### config.mk
export PLATFORM = sky130hd
export DESIGN_NAME = pe_mac_flat
export DESIGN_NICKNAME = d
export VERILOG_FILES = /design/src/rtl/systolic_pkg.sv /design/src/rtl/pe_mac_if.sv /design/src/rtl/multu8.sv /design/src/rtl/pe_mac.sv /design/src/flat_wrapper.sv
export SDC_FILE = /design/constraint.sdc
export NUM_CORES = 1
export LEC_CHECK = 0
export CORE_MARGIN = 2
export CORE_UTILIZATION = 40
export DETAILED_ROUTE_END_ITERATION = 10
export REMOVE_ABC_BUFFERS = 1
export SETUP_SLACK_MARGIN = 0.15
export SLEW_MARGIN = 0
export SYNTH_ARGS = -nofsm -noshare
export SYNTH_HDL_FRONTEND = slang
export SYNTH_SLANG_ARGS = --single-unit
### constraint.sdc
create_clock -name clk -period 3.5 [get_ports clk]
set_input_delay 0.35 -clock clk [delete_from_list [all_inputs] [get_ports clk]]
set_output_delay 0.35 -clock clk [all_outputs]
set_load 0.02 [all_outputs]
### src/rtl/systolic_pkg.sv
// Constants shared across the systolic convolution array: operand width and PE defaults.
package systolic_pkg;

  localparam int unsigned PIX_W        = 8;
  localparam int unsigned PE_K_LEN_DEF = 9;
  localparam int unsigned PE_ACC_W_DEF = 16;

endpackage : systolic_pkg

### src/rtl/pe_mac_if.sv
// Operand forwarding and window-result bundle of one processing element.
interface pe_mac_if
  import systolic_pkg::*;
#(
  parameter int unsigned ACC_W = PE_ACC_W_DEF
);

  logic [PIX_W-1:0] a_in;
  logic [PIX_W-1:0] b_in;
  logic             valid_in;
  logic             clear;
  logic [PIX_W-1:0] a_out;
  logic [PIX_W-1:0] b_out;
  logic             valid_out;
  logic [ACC_W-1:0] result;
  logic             result_valid;
  logic             sat;

  modport master (
    output a_in, b_in, valid_in, clear,
    input  a_out, b_out, valid_out, result, result_valid, sat
  );

  modport slave (
    input  a_in, b_in, valid_in, clear,
    output a_out, b_out, valid_out, result, result_valid, sat
  );

endinterface : pe_mac_if

### src/rtl/multu8.sv
// Unsigned 8x8 multiplier keeping the low operand-width bits of the product.
module multu8
  import systolic_pkg::*;
(
  input  logic [PIX_W-1:0] a_i,
  input  logic [PIX_W-1:0] b_i,
  output logic [PIX_W-1:0] p_c
);

  logic [2*PIX_W-1:0] full_c;

  assign full_c = (2*PIX_W)'(a_i) * (2*PIX_W)'(b_i);
  assign p_c    = full_c[PIX_W-1:0];

endmodule : multu8

### src/rtl/pe_mac.sv
// Output-stationary PE: forwards operands east/south and accumulates K_LEN products
// per window into a saturating sum reported with a one-cycle strobe.
module pe_mac
  import systolic_pkg::*;
#(
  parameter int unsigned K_LEN = PE_K_LEN_DEF,
  parameter int unsigned ACC_W = PE_ACC_W_DEF
) (
  input  logic     clk,
  input  logic     rst_n,
  pe_mac_if.slave  bus
);

  localparam int unsigned      CNT_W    = $clog2(K_LEN + 1);
  localparam logic [CNT_W-1:0] CNT_LAST = CNT_W'(K_LEN - 1);
  localparam logic [ACC_W-1:0] ACC_MAX  = '1;

  logic [PIX_W-1:0] a_q, b_q;
  logic             valid_q;
  logic [ACC_W-1:0] acc_q, acc_d;
  logic [CNT_W-1:0] cnt_q, cnt_d;
  logic             flag_q, flag_d;
  logic [ACC_W-1:0] result_q, result_d;
  logic             result_valid_q, result_valid_d;
  logic             sat_q, sat_d;

  logic [PIX_W-1:0] p_c;
  logic [ACC_W:0]   sum_c;
  logic             ovf_c;
  logic [ACC_W-1:0] acc_sat_c;
  logic             beat_c;
  logic             last_c;

  multu8 u_mult (
    .a_i (bus.a_in),
    .b_i (bus.b_in),
    .p_c (p_c)
  );

  // One extra sum bit exposes the carry used to clamp at the accumulator maximum.
  assign sum_c     = {1'b0, acc_q} + (ACC_W+1)'(p_c);
  assign ovf_c     = sum_c[ACC_W];
  assign acc_sat_c = ovf_c ? ACC_MAX : sum_c[ACC_W-1:0];
  assign beat_c    = bus.valid_in & ~bus.clear;
  assign last_c    = beat_c & (cnt_q == CNT_LAST);

  always_comb begin
    acc_d          = acc_q;
    cnt_d          = cnt_q;
    flag_d         = flag_q;
    result_d       = result_q;
    sat_d          = sat_q;
    result_valid_d = 1'b0;

    if (bus.clear) begin
      acc_d  = '0;
      cnt_d  = '0;
      flag_d = 1'b0;
    end else if (last_c) begin
      // Window completes: report and restart with no gap cycle.
      result_d       = acc_sat_c;
      sat_d          = flag_q | ovf_c;
      result_valid_d = 1'b1;
      acc_d          = '0;
      cnt_d          = '0;
      flag_d         = 1'b0;
    end else if (beat_c) begin
      acc_d  = acc_sat_c;
      cnt_d  = cnt_q + CNT_W'(1);
      flag_d = flag_q | ovf_c;
    end
  end

  always_ff @(posedge clk or negedge rst_n) begin
    if (!rst_n) begin
      a_q            <= '0;
      b_q            <= '0;
      valid_q        <= 1'b0;
      acc_q          <= '0;
      cnt_q          <= '0;
      flag_q         <= 1'b0;
      result_q       <= '0;
      result_valid_q <= 1'b0;
      sat_q          <= 1'b0;
    end else begin
      a_q            <= bus.a_in;
      b_q            <= bus.b_in;
      valid_q        <= bus.valid_in;
      acc_q          <= acc_d;
      cnt_q          <= cnt_d;
      flag_q         <= flag_d;
      result_q       <= result_d;
      result_valid_q <= result_valid_d;
      sat_q          <= sat_d;
    end
  end

  assign bus.a_out        = a_q;
  assign bus.b_out        = b_q;
  assign bus.valid_out    = valid_q;
  assign bus.result       = result_q;
  assign bus.result_valid = result_valid_q;
  assign bus.sat          = sat_q;

endmodule : pe_mac

### src/flat_wrapper.sv
// flat-port wrapper written by rule: the top's interface ports become plain ports
module pe_mac_flat import systolic_pkg::*;
#(
  parameter int unsigned K_LEN = PE_K_LEN_DEF,
  parameter int unsigned ACC_W = PE_ACC_W_DEF
)
  (clk, rst_n, bus_a_in, bus_b_in, bus_valid_in, bus_clear, bus_a_out, bus_b_out, bus_valid_out, bus_result, bus_result_valid, bus_sat);
  pe_mac_if #(.ACC_W(ACC_W)) bus_i ();
  input  logic clk;
  input  logic rst_n;
  input wire logic [$bits(bus_i.a_in)-1:0] bus_a_in;
  input wire logic [$bits(bus_i.b_in)-1:0] bus_b_in;
  input wire logic [$bits(bus_i.valid_in)-1:0] bus_valid_in;
  input wire logic [$bits(bus_i.clear)-1:0] bus_clear;
  output wire logic [$bits(bus_i.a_out)-1:0] bus_a_out;
  output wire logic [$bits(bus_i.b_out)-1:0] bus_b_out;
  output wire logic [$bits(bus_i.valid_out)-1:0] bus_valid_out;
  output wire logic [$bits(bus_i.result)-1:0] bus_result;
  output wire logic [$bits(bus_i.result_valid)-1:0] bus_result_valid;
  output wire logic [$bits(bus_i.sat)-1:0] bus_sat;
  assign bus_i.a_in = bus_a_in;
  assign bus_i.b_in = bus_b_in;
  assign bus_i.valid_in = bus_valid_in;
  assign bus_i.clear = bus_clear;
  assign bus_a_out = bus_i.a_out;
  assign bus_b_out = bus_i.b_out;
  assign bus_valid_out = bus_i.valid_out;
  assign bus_result = bus_i.result;
  assign bus_result_valid = bus_i.result_valid;
  assign bus_sat = bus_i.sat;
  pe_mac #(.K_LEN(K_LEN), .ACC_W(ACC_W)) u_core (.clk(clk), .rst_n(rst_n), .bus(bus_i));
endmodule
# == After elaboration in Yosys (flattened, before gate mapping) ==
# Index checks and enable logic that the tools add are counted.
# Widths: inputs -> output; s select.
# totals
register_bits,56
latch_bits,0
ramBits,0
rom_bits,0
input_bits,20
output_inout_bits,35
n_memories,0
# classes
addsub,2
mul,1
div_mod_pow,0
order_cmp,0
eq_ne,1
n_shift,0
mux,12
bitwise_logic,4
n_reduce_logical,2
# ops
operator,count
$mux 16,4
$add 16x8->17,1
$mux 4,3
$mul 8x8->8,1
$mux 1,5
$add 4x1->4 const B,1
$eq 4x4->1 const B,1
$reduce_bool 3->1,1
$and 1x1->1,2
$reduce_and 2->1,1
$not 1->1,1
$or 1x1->1,1

# == Logic depth before layout (Yosys ltp) ==
# Gate-level depths: netlist of the first run.
# logic_depth
word_depth,6
depth_mapped,21

# == Hierarchy ==
# A second synthesis of the first run with hierarchy kept.
# hier_totals
hier_cells,364
area_unflattened_um2,3573.4
# by_module_without_submodules
mod,instances,cells_per_inst,area_per_inst_um2,seq_area_each_um2
pe_mac,1,262,2686.3,1401.3
multu8,1,102,887.1,0.0

# == Worst setup path before layout of the first run ==
# Ideal clock, no wire load.
# synth_path
path_kind,in2reg
startpoint,input bus_a_in[0]
endpoint,register u_core.acc_q[5]
setup_time_ns,0.126
arrival_ns,4.479
required_time_ns,3.374
setup_slack_ns,-1.105
stages,18
n_path_buf,0
path_cell_list,and2_1 fa_1 fa_1 ha_1 inv_1 fa_1 inv_1 ha_1 a21o_1 a21oi_1 xnor2_1 xnor2_1 ha_1 o21a_1 nor2_1 a211oi_4 a2111oi_4 o21ai_2
# synth_via
elab_chain_len,6
# synth_rtl
element,line_no,source
from (decl),flat_wrapper.sv:11,input wire logic [$bits(bus_i.a_in)-1:0] bus_a_in;
$mul 8x8->8,multu8.sv:12,assign full_c = (2*PIX_W)'(a_i) * (2*PIX_W)'(b_i);
$add 16x8->17,pe_mac.sv:41,"assign sum_c = {1'b0, acc_q} + (ACC_W+1)'(p_c);"
$mux 16,pe_mac.sv:43,assign acc_sat_c = ovf_c ? ACC_MAX : sum_c[ACC_W-1:0];
$mux 16,pe_mac.sv:67,end else if (beat_c) begin
$mux 16,pe_mac.sv:59,end else if (last_c) begin
$mux 16,pe_mac.sv:55,if (bus.clear) begin
to (signal assigned),pe_mac.sv:79,acc_q <= '0;
to (signal assigned),pe_mac.sv:89,acc_q <= acc_d;
to (decl),pe_mac.sv:20,"logic [ACC_W-1:0] acc_q, acc_d;"
# No other way between the ends. The select of a mux whose other input is x is not followed.
# A chain may end at the register's enable or synchronous reset.

# == Final worst setup path of the first run ==
# layout_path
startpoint,input bus_a_in[1]
endpoint,register u_core.acc_q[13]
# Same word-level chain as after synthesis.

==> summary.txt, run 1 <==
Run status
  – Status: finished with violations
  – Failing checks: negative setup slack

Die
  – Die height: 99.0 um
  – Core Rows: 34
  – Starting Density: 41.4%
  – Die width: 99.0 um
  – Die area: 9800 um2
  – Core area: 8720 um2
  – Ports: 55

STA
  – Hold Vio Cnt, Final: 0
  – Crit path time final: 4.37 ns
  – WHS: 0.0444 ns
  – Slew Viols, Final: 0
  – Worst setup margin: -0.869 ns
  – Worst-Margin Slew: 1.24 ns
  – Max-Slew Margin vs Limit: 16.9%
  – Fmax: 0.229 GHz
  – Setup TNS: -26.39 ns
  – Unrepaired setup endpoints after global routing: true
  – Clock skew: 0.00957 ns
  – Final period utilization: 125%
  – Final setup violation count: 34

Place
  – RePlAce Congestion: 0.855
  – Placed wire-length estimate: 6320 um
  – IO buf count: 54

Power
  – Internal power: 1.99 mW
  – Logic pwr share: 67.0%
  – Leakage: 2.33 nW
  – Power share of the clock group: 10.9%
  – Power per Cell Area: 634 nW/um2
  – Sequential fraction of design power: 22.1%
  – Net Switching: 1.34 mW
  – Worst ir drop on vdd: 366 uV
  – Sw Ratio: 40.3%

Cells and area
  – Final Net Count: 551
  – Layout cells sized above 1: 35.0%
  – P&R area growth vs syn: 45.8%
  – N_diodes: 0

Clocking
  – Clock Sinks: 56
  – CTS root buf: clkbuf_8
  – H-tree depth: 2
  – Clk pin slew, worst setup/hold paths: 0.10 ns
  – CTS tree: built
  – Cts bufs inserted: 5
  – Deepest clock path buffer count: 2
  – CTS Hold Bufs: 0
  – Clk Latency, worst-skew pair: 0.32 ns

Route
  – Routed vias: 3,116
  – Vias per cell: 5.19
  – Wire per inst: 16.2 um
  – Iteration-0 DRC Markers: 149
  – Final ANT Viol Nets: 0
  – DRT Pass-1 Iters: 4
  – DRC Markers: 0
  – WL final: 9690 um

Synthesis
  – Synth top cells by count: dfrtp_1 (56), nand2_1 (44), inv_1 (31)
  – Synth Cell Area: 3610 um2
  – Count leader, synth: dfrtp_1
  – Commonest register cell after synthesis: dfrtp_1
  – Syn Area/Cell: 9.79 um2
  – Yosys top cell by area: dfrtp_1
  – Synth top area share: 38.8%
  – Ranking of synthesized cells by area: dfrtp_1 (39%), ha_1 (9.0%), fa_1 (7.2%)
  – Share of flip-flops with an asynchronous set or reset: 100%
  – Sequential-to-total area share from yosys stat: 38.8%
  – EDFF count, synth: 0
  – Number of synthesized register bits: 56
  – Synth unique cells: 55
  – Cells after Synth: 369
  – Synth warn: 0

Run
  – Max Cap Viol: 0

Global route
  – Vias in the first global route: 3,169
  – All-Layer GR Usage: 19.6%
  – Total congestion overflow: 0
  – Largest net degree at the start of global routing: 31
  – Global-route wire length before repair: 15,500 um
  – Initial antenna violation count: 0

Critical path
  – Worst reg2reg setup slack: 1.04 ns
  – Worst path arrival time: 4.57 ns
  – CP Max Fanout: 4
  – Worst setup SP type: input pin
  – R2R Path End: u_core.bus.result[6]
  – FF-to-FF Start: u_core.acc_q[0]
  – Reg2reg path depth: 8
  – Setup crit end kind: flip-flop
  – Req. time, crit path: 3.70 ns
  – WS Path Type: in2reg

Hold path
  – HP Class: in2async
[worst max path at each step]
stage	depth (start not counted)	slack, ns	endpoint	start
floorplan	18	-1.16	u_core.acc_q[5]	bus_a_in[0]
global placement	18	-1.80	u_core.bus.result[5]	bus_a_in[2]
detailed placement	19	-1.88	u_core.bus.result[7]	bus_a_in[2]
CTS	19	-0.77	u_core.acc_q[14]	bus_a_in[2]
global route	20	-0.99	u_core.acc_q[13]	bus_a_in[1]
finish	20	-0.87	u_core.acc_q[13]	bus_a_in[1]
[metal layers]
| metal | vias to the layer above | GRT usage, % | wire length, um |
|---|---|---|---|
| met2 | 65 | 31.2 | 4650 |
| li1 | 1517 | - | - |
| met1 | 1518 | 28.3 | 4540 |
| met5 | - | 0 | 0 |
| met3 | 16 | 3.05 | 392 |
| met4 | 0 | 4.53 | 115 |
[what timing repair did]
action | CTS | global route
setup buffers | 16 | 9
endpoints found under the setup margin | 34 | 34
pin swaps | 50 | 30
resized for setup | 127 | 46
cloned | 2 | 0
[placed cells by master (no fill, tap or decap), types with 5 or more instances in the layout]
cell,n
o21ai_1,16
inv_1,24
xnor2_1,15
and2_4,6
fa_2,5
buf_4,51
clkbuf_8,5
nor2_1,13
a21oi_1,7
buf_6,23
ha_1,18
nand3_1,8
nor2_2,5
clkdlybuf4s50_1,40
nand2_1,41
o21ai_2,8
a21o_1,6
fa_1,8
and2_1,18
inv_2,7
o21ai_0,8
dfrtp_1,56
[power by group through the flow]
stage / clock (mW) / combinational, mW / sequential (mW)
after floorplan: 0 / 0.840 / 0.774
after global placement: 0 / 1.42 / 0.747
after detailed placement: 0 / 1.45 / 0.747
after CTS: 0.373 / 2.01 / 0.738
after global routing: 0.402 / 2.38 / 0.745
final: 0.363 / 2.24 / 0.738
[critical path, stage by stage]
cell and delay [ns]:
buf_2 0.12, buf_6 0.11, and2_4 0.16, ha_4 0.15, fa_1 0.45, ha_1 0.32
inv_2 0.06, fa_2 0.46, fa_2 0.41, buf_4 0.14, buf_4 0.12, xnor2_1 0.15
ha_2 0.35, a2111oi_4 0.37, buf_4 0.20, a211oi_4 0.06, buf_4 0.15, buf_6 0.13
a22oi_2 0.20, nand3_1 0.09
[layout make-up]
class / instances / area, um2
Tap cell: 108 / 135
Sequential cell: 56 / 1400
Multi-Input combinational cell: 273 / 2390
Inverter: 31 / 116
Fill cell: 702 / 3460
Timing Repair Buffer: 125 / 1140
Clock inverter: 1 / 8.76
Clock buffer: 6 / 72.6
[metrics by stage]
step | util, % | area [um2] | std cells | worst slack, ns | total power [mW]
floorplan | - | 3540 | 359 | -1.16 | 1.61
finish | 60.4 | 5270 | 600 | -0.869 | 3.34
global placement | 52.1 | 4550 | 566 | -1.80 | 2.17
global route | 60.4 | 5270 | 600 | -0.989 | 3.53
CTS | 57.8 | 5040 | 591 | -0.767 | 3.12
detailed placement | 52.1 | 4550 | 566 | -1.88 | 2.20
[kinds of logic (layout without fill, tap and decap cells)]
| group | Yosys count | after routing | share of synthesized area (%) |
|---|---|---|---|
| adders and majority gates | 39 | 39 | 16.2 |
| AOI/OAI and AO/OA | 86 | 87 | 16.8 |
| muxes | 3 | 3 | 0.832 |
| xor gates and xnor gates | 21 | 21 | 5.09 |
| DFF | 56 | 56 | 38.8 |
| and+or+nand+nor | 123 | 123 | 16.9 |
| buffers and inverters | 41 | 163 | 5.27 |
[flip-flops by register name (all words and copies together) (netlist names)]
name	flops
u_core.bus.result_valid	1
u_core.bus.valid_out	1
u_core.bus.result	16
u_core.acc_q	16
u_core.bus.sat	1
u_core.bus.a_out	8
u_core.flag_q	1
u_core.cnt_q	4
u_core.bus.b_out	8
Power figures use the tool's default switching activity.
==> run 2: changes to the inputs <==
--- a/config.mk
+++ b/config.mk
@@ -8,6 +8,7 @@
 export CORE_MARGIN = 2
 export CORE_UTILIZATION = 40
 export DETAILED_ROUTE_END_ITERATION = 10
+export RECOVER_POWER = 25
 export REMOVE_ABC_BUFFERS = 1
 export SETUP_SLACK_MARGIN = 0.15
 export SLEW_MARGIN = 0
==> constraint.sdc (replaced) <==
create_clock -name clk -period 3.75 [get_ports clk]
set_input_delay 0.375 -clock clk [delete_from_list [all_inputs] [get_ports clk]]
set_output_delay 0.375 -clock clk [all_outputs]
set_load 0.02 [all_outputs]
==> summary.txt, run 2 (synthesized netlist as in run 1, its figures left out) <==
Place
  – IO buf count: 54 (unchanged)
  – RePlAce Congestion: 0.858 (+0.32%)
  – Placed cells: 566 (unchanged)
  – Placed wire-length estimate: 6160 um (-2.7%)

Global route
  – All-Layer GR Usage: 18.8% (-0.81 points)
  – Total congestion overflow: 0 (unchanged)
  – Global-route wire length before repair: 14,900 um (-3.4%)
  – Largest net degree at the start of global routing: 31 (unchanged)
  – Vias in the first global route: 3,052 (-3.7%)
  – Initial antenna violation count: 0 (unchanged)

Critical path
  – CP Max Fanout: 4 (unchanged)
  – Critical path depth: 19 (-5.0%)
  – Buffers and inverters on the worst path: 4 (-4)
  – CP Cell Sequence: buf_8, and2_4, fa_2, inv_2, fa_1, fa_1, fa_2, inv_2, ha_4, a21oi_2, xnor2_1, xnor2_1, ha_2, o21a_1, nor2_4, buf_6, a211o_4, o31a_1, a21oi_1
  – FF-to-FF Start: u_core.acc_q[0]
  – Crit path max-delay family: adder cells
  – Reg2reg path depth: 8 (unchanged)
  – Worst setup SP type: input pin
  – CP max-delay cell: fa_2
  – Req. time, crit path: 4.00 ns (+0.30 ns)
  – Max incr delay on CP: 0.54 ns (+0.08 ns)
  – Worst reg2reg setup slack: 1.33 ns (+0.29 ns)
  – Setup crit end kind: flip-flop
  – R2R Path End: u_core.bus.result[6]
  – WS Path Type: in2reg
  – Worst path arrival time: 4.59 ns (+0.02 ns)

Cells and area
  – Commonest non-fill, non-tap cell in the layout: dfrtp_1
  – Most frequent cells in the layout: dfrtp_1 (56), nand2_1 (42), buf_4 (42)
  – Final Net Count: 543 (-1.5%)
  – Layout cells sized above 1: 30.5% (-4.4 points)
  – P&R area growth vs syn: 42.5%
  – Final non-filler cell total: 593 (-1.2%)
  – Core Util, Final: 59.0% (-1.4 points)
  – N_diodes: 0 (unchanged)

STA
  – Max-Slew Margin vs Limit: 1.92% (-15 points)
  – Final period utilization: 116%
  – Hold Vio Cnt, Final: 0 (unchanged)
  – Slew Viols, Final: 0 (unchanged)
  – Worst-Margin Slew: 1.47 ns (+0.230 ns)
  – Setup TNS: -18.15 ns (+8.24 ns)
  – Fmax: 0.231 GHz
  – Worst setup margin: -0.587 ns (+0.281 ns)
  – Clock skew: 0.0158 ns (+0.00625 ns)
  – Final setup violation count: 34 (unchanged)
  – WHS: 0.227 ns (+0.183 ns)
  – Crit path time final: 4.34 ns
  – Unrepaired setup endpoints after global routing: true

Die
  – Starting Density: 41.4% (unchanged)
  – Die height: 99.0 um (unchanged)
  – Die area: 9800 um2 (unchanged)
  – Core Rows: 34 (unchanged)
  – Die width: 99.0 um (unchanged)
  – Ports: 55 (unchanged)
  – Core area: 8720 um2 (unchanged)

Run status
  – Failing checks: negative setup slack
  – Status: finished with violations

Route
  – Iteration-0 DRC Markers: 164 (+10%)
  – DRC Markers: 0 (unchanged)
  – Wire per inst: 15.2 um (-5.9%)
  – Routed vias: 3,077 (-1.3%)
  – WL final: 9010 um (-7.0%)
  – DRT Pass-1 Iters: 4 (unchanged)
  – Vias per cell: 5.19 (about the same)
  – Final ANT Viol Nets: 0 (unchanged)

Hold path
  – HP Class: in2reg
  – WHS Endpoint: u_core.bus.b_out[3]
  – Hold depth: 1
  – HP Start: bus_b_in[3]

Power
  – Power per Cell Area: 589 nW/um2 (-7.2%)
  – Worst ir drop on vdd: 321 uV (-12%)
  – Final Power: 3.03 mW (-9.3%)
  – Leakage: 2.28 nW (-2.2%)

Clocking
  – Clk Latency, worst-skew pair: 0.31 ns (about the same)
  – H-tree depth: 2 (unchanged)
  – Cts bufs inserted: 5 (unchanged)
  – CTS tree: built
  – Clk pin slew, worst setup/hold paths: 0.11 ns (about the same)
  – CTS root buf: clkbuf_8
  – CTS Hold Bufs: 0 (unchanged)
  – Deepest clock path buffer count: 2 (unchanged)
  – Clock Sinks: 56 (unchanged)

Run
  – Max Cap Viol: 0 (unchanged)
run 2: changes by cell type in the layout (fill, tap and decap cells not counted), moves of 3 or more:
cell / before / now
buf_4: 51 / 42
buf_6: 23 / 15
clkbuf_1: 1 / 5
nor2_2: 5 / 1
a22oi_1: 1 / 4
a22oi_2: 3 / 0
clkbuf_4: 0 / 3
nor2_4: 3 / 6
run 2: worst max-delay path by stage:
stage / startpoint / end
detailed placement: bus_b_in[3] / u_core.acc_q[4]
floorplan: bus_a_in[0] / u_core.acc_q[5]
global route: bus_b_in[1] / u_core.flag_q
finish: bus_a_in[3] / u_core.acc_q[14]
global placement: bus_a_in[2] / u_core.bus.result[5]
CTS: bus_a_in[3] / u_core.bus.result[14]
run 2: worst register-to-register path, cell delays in order, from the launching register on:
cell	delay, ns
dfrtp_1	0.39
ha_1	0.24
fa_1	0.42
a21o_1	0.23
buf_4	0.14
and4_2	0.22
or3_1	0.39
a21oi_4	0.17
o21ai_1	0.07
run 2: routing by layer:
metal,up-vias,global-route usage [%],share of wire [%]
met5,-,0,0
met4,0,4.11,1.0
met3,12,2.91,3.6
met2,57,29.2,47
met1,1505,27.8,49
li1,1503,-,-
run 2: cell type report:
class                      count  area, um2
sequential                    56       1400
clock inverter                 2       13.8
timing repair buffer         117       1050
multi-input combinational    273       2340
fill                         732       3580
inverter                      31        116
tap                          108        135
clock buffer                   6       82.6
run 2: report_power, final:
group	total (mW)	internal, mW	leakage (nW)	switching, mW
registers	0.689	0.654	0.730	0.0347
logic	1.98	1.02	1.50	0.967
clock network	0.356	0.152	0.0516	0.204
run 2: what timing repair did:
action / 4_1_cts / 5_1_grt
buffers inserted: 12 / 5
resized for setup: 135 / 17
pin swaps: 50 / 21
hold endpoints to repair: 0 / 0
endpoints found under the setup margin: 34 / 34
gates cloned: 2 / 0
run 2: metrics by stage:
| step | area (um2) | setup WS (ns) |
|---|---|---|
| 2_1_floorplan | 3540 | -0.940 |
| 3_3_place_gp | 4550 | -1.64 |
| 3_5_place_dp | 4550 | -1.65 |
| 4_1_cts | 5070 | -0.536 |
| 5_1_grt | 5140 | -0.725 |
| 6_report | 5140 | -0.587 |
==> run 3: changes to the inputs <==
--- a/config.mk
+++ b/config.mk
@@ -5,9 +5,12 @@
 export SDC_FILE = /design/constraint.sdc
 export NUM_CORES = 1
 export LEC_CHECK = 0
+export CAP_MARGIN = 20
+export CORE_ASPECT_RATIO = 0.7
 export CORE_MARGIN = 2
 export CORE_UTILIZATION = 40
 export DETAILED_ROUTE_END_ITERATION = 10
+export PLACE_DENSITY = 0.66
 export RECOVER_POWER = 25
 export REMOVE_ABC_BUFFERS = 1
 export SETUP_SLACK_MARGIN = 0.15
==> summary.txt, run 3 (synthesized netlist as in run 1, its figures left out) <==
STA
  – Final setup violation count: 34 (unchanged)
  – Worst-Margin Slew: 1.08 ns (-0.394 ns)
  – Fmax: 0.229 GHz (-0.48%)
  – WHS: 0.0934 ns (-0.134 ns)
  – Max-Slew Margin vs Limit: 27.9% (+26 points)
  – Unrepaired setup endpoints after global routing: true
  – Slew Viols, Final: 0 (unchanged)
  – Hold Vio Cnt, Final: 0 (unchanged)
  – Setup TNS: -15.74 ns (+2.42 ns)
  – Clock skew: 0.00512 ns (-0.0107 ns)
  – Crit path time final: 4.36 ns (+0.0208 ns)
  – Worst setup margin: -0.608 ns (-0.0208 ns)
  – Final period utilization: 116% (+0.55 points)

Clocking
  – H-tree depth: 2 (unchanged)
  – Clock Sinks: 56 (unchanged)
  – Clk Latency, worst-skew pair: 0.29 ns (-0.02 ns)
  – CTS tree: built
  – CTS root buf: clkbuf_16
  – Clk pin slew, worst setup/hold paths: 0.07 ns (-0.04 ns)
  – Cts bufs inserted: 5 (unchanged)
  – Deepest clock path buffer count: 2 (unchanged)

Power
  – Sequential fraction of design power: 21.7% (-1.1 points)
  – Net Switching: 1.21 mW (+0.55%)
  – Internal power: 1.98 mW (+8.8%)
  – Worst ir drop on vdd: 411 uV (+28%)
  – Logic pwr share: 60.7% (-4.8 points)
  – Leakage: 2.32 nW (+1.7%)
  – Power per Cell Area: 611 nW/um2 (+3.9%)
  – Power share of the clock group: 17.6% (+5.9 points)
  – Sw Ratio: 37.9% (-1.9 points)

Global route
  – Largest net degree at the start of global routing: 30 (-3.2%)
  – All-Layer GR Usage: 19.6% (+0.85 points)
  – Global-route wire length before repair: 15,500 um (+3.5%)
  – Initial antenna violation count: 0 (unchanged)
  – Vias in the first global route: 3,025 (-0.88%)
  – Total congestion overflow: 0 (unchanged)

Critical path
  – Crit path from: bus_a_in[4]
  – WS Path Type: in2reg
  – CP Max Fanout: 3 (-1)
  – CP Capture Point: u_core.bus.result[12]
  – Worst path arrival time: 4.53 ns (-0.06 ns)
  – Reg2reg path depth: 8 (unchanged)
  – Worst setup SP type: input pin
  – Req. time, crit path: 3.93 ns (-0.07 ns)
  – FF-to-FF Start: u_core.acc_q[0]
  – R2R Path End: u_core.bus.result[6]
  – Setup crit end kind: flip-flop
  – Worst reg2reg setup slack: 1.31 ns (-0.02 ns)

Cells and area
  – Fillers: 754 (+3.0%)
  – Most frequent cells in the layout: dfrtp_1 (56), buf_4 (45), nand2_1 (42)
  – N_diodes: 0 (unchanged)
  – P&R area growth vs syn: 44.7%
  – Final Net Count: 542 (-0.18%)
  – Commonest non-fill, non-tap cell in the layout: dfrtp_1
  – Layout cells sized above 1: 30.4% (-0.14 points)

Route
  – Vias per cell: 5.07 (-2.3%)
  – Iteration-0 DRC Markers: 210 (+28%)
  – DRT Pass-1 Iters: 4 (unchanged)
  – Routed vias: 3,063 (-0.45%)
  – WL final: 9330 um (+3.5%)
  – DRC Markers: 0 (unchanged)
  – Final ANT Viol Nets: 0 (unchanged)
  – Wire per inst: 15.4 um (+1.6%)

Die
  – Core area: 8620 um2 (-1.2%)
  – Ports: 55 (unchanged)
  – Die width: 118 um (+19%)
  – Die area: 9820 um2 (+0.13%)
  – Starting Density: 41.9% (+0.49 points)
  – Die height: 83.5 um (-16%)
  – Core Rows: 28 (-18%)

Hold path
  – HP Class: in2async

Place
  – IO buf count: 54 (unchanged)
  – Placed wire-length estimate: 6670 um (+8.4%)
  – RePlAce Congestion: 0.880 (+2.6%)

Run status
  – Failing checks: negative setup slack
  – Status: finished with violations

Run
  – Max Cap Viol: 0 (unchanged)
-- run 3: changes by cell type in the layout (fill, tap and decap cells not counted), sizes merged --
cell / change
clkdlybuf4s50: +1
dlygate4sd2: -1
clkbuf: -3
bufinv: +1
clkdlybuf4s15: -1
buf: +4
clkinv: -1
inv: -1
-- run 3: per-stage QoR --
step	setup slack (ns)	cells	util [%]	power, mW	instance area, um2
after floorplan	-0.940	359	-	1.51	3540
after global placement	-1.59	576	52.7	1.99	4550
after detailed placement	-1.70	577	52.9	2.02	4560
after CTS	-0.529	597	59.1	3.11	5090
after global routing	-0.757	604	60.6	3.38	5230
final	-0.608	604	60.6	3.20	5230
-- run 3: cell type report --
| type | count | area, um2 | share of cell area [%] |
|---|---|---|---|
| inverter | 31 | 116 | 2.23 |
| clock inverter | 1 | 30.0 | 0.575 |
| multi-input combinational | 273 | 2320 | 44.3 |
| tap | 120 | 150 | 2.87 |
| timing repair buffer | 116 | 1060 | 20.3 |
| sequential | 56 | 1400 | 26.8 |
| clock buffer | 7 | 153 | 2.92 |
-- run 3: power by group through the flow --
stage / logic [mW] / clock network, mW / registers [mW]
2_1_floorplan: 0.784 / 0 / 0.722
3_3_place_gp: 1.29 / 0 / 0.701
3_5_place_dp: 1.32 / 0 / 0.699
4_1_cts: 1.84 / 0.576 / 0.692
5_1_grt: 2.08 / 0.604 / 0.698
6_report: 1.94 / 0.563 / 0.692
-- run 3: how the worst min path moves through the flow --
stage | startpoint | endpoint | slack, ns | cells past startpoint
floorplan | rst_n | u_core.acc_q[0] | 0.08 | 0
global placement | rst_n | u_core.bus.valid_out | 0.42 | 1
detailed placement | rst_n | u_core.bus.valid_out | 0.43 | 1
CTS | rst_n | u_core.bus.result[14] | 0.11 | 1
global route | rst_n | u_core.acc_q[15] | 0.14 | 1
finish | rst_n | u_core.acc_q[15] | 0.09 | 1
-- run 3: metal layers --
| metal | vias to the layer above | track usage, % | part of all wire (%) |
|---|---|---|---|
| li1 | 1500 | - | - |
| met5 | - | 0 | 0 |
| met2 | 70 | 29.7 | 44 |
| met4 | 0 | 4.05 | 0.70 |
| met1 | 1489 | 29.6 | 50 |
| met3 | 4 | 3.35 | 5.3 |
-- run 3: timing repair --
item                                   4_1_cts  5_1_grt
gates resized for setup                    127       28
buffers inserted                            10        7
endpoints found under the hold margin        0        0
pin swaps                                   58       22
hold buffers                                 0        0
setup endpoints to repair                   34       34
gates cloned                                 2        0
-- run 3: critical path: stages --
cell and delay, ns:
clkdlybuf4s15_2 0.19, nand2_2 0.06, fa_1 0.50, inv_1 0.05, ha_1 0.28, inv_2 0.04, fa_1 0.47, fa_1 0.52
inv_2 0.05, ha_4 0.21, a21oi_2 0.14, xnor2_1 0.15, xnor2_1 0.11, ha_2 0.34, o21a_1 0.16, nor2_4 0.07
buf_6 0.13, a211oi_4 0.27, buf_6 0.15, mux2i_1 0.18, o21ai_1 0.09
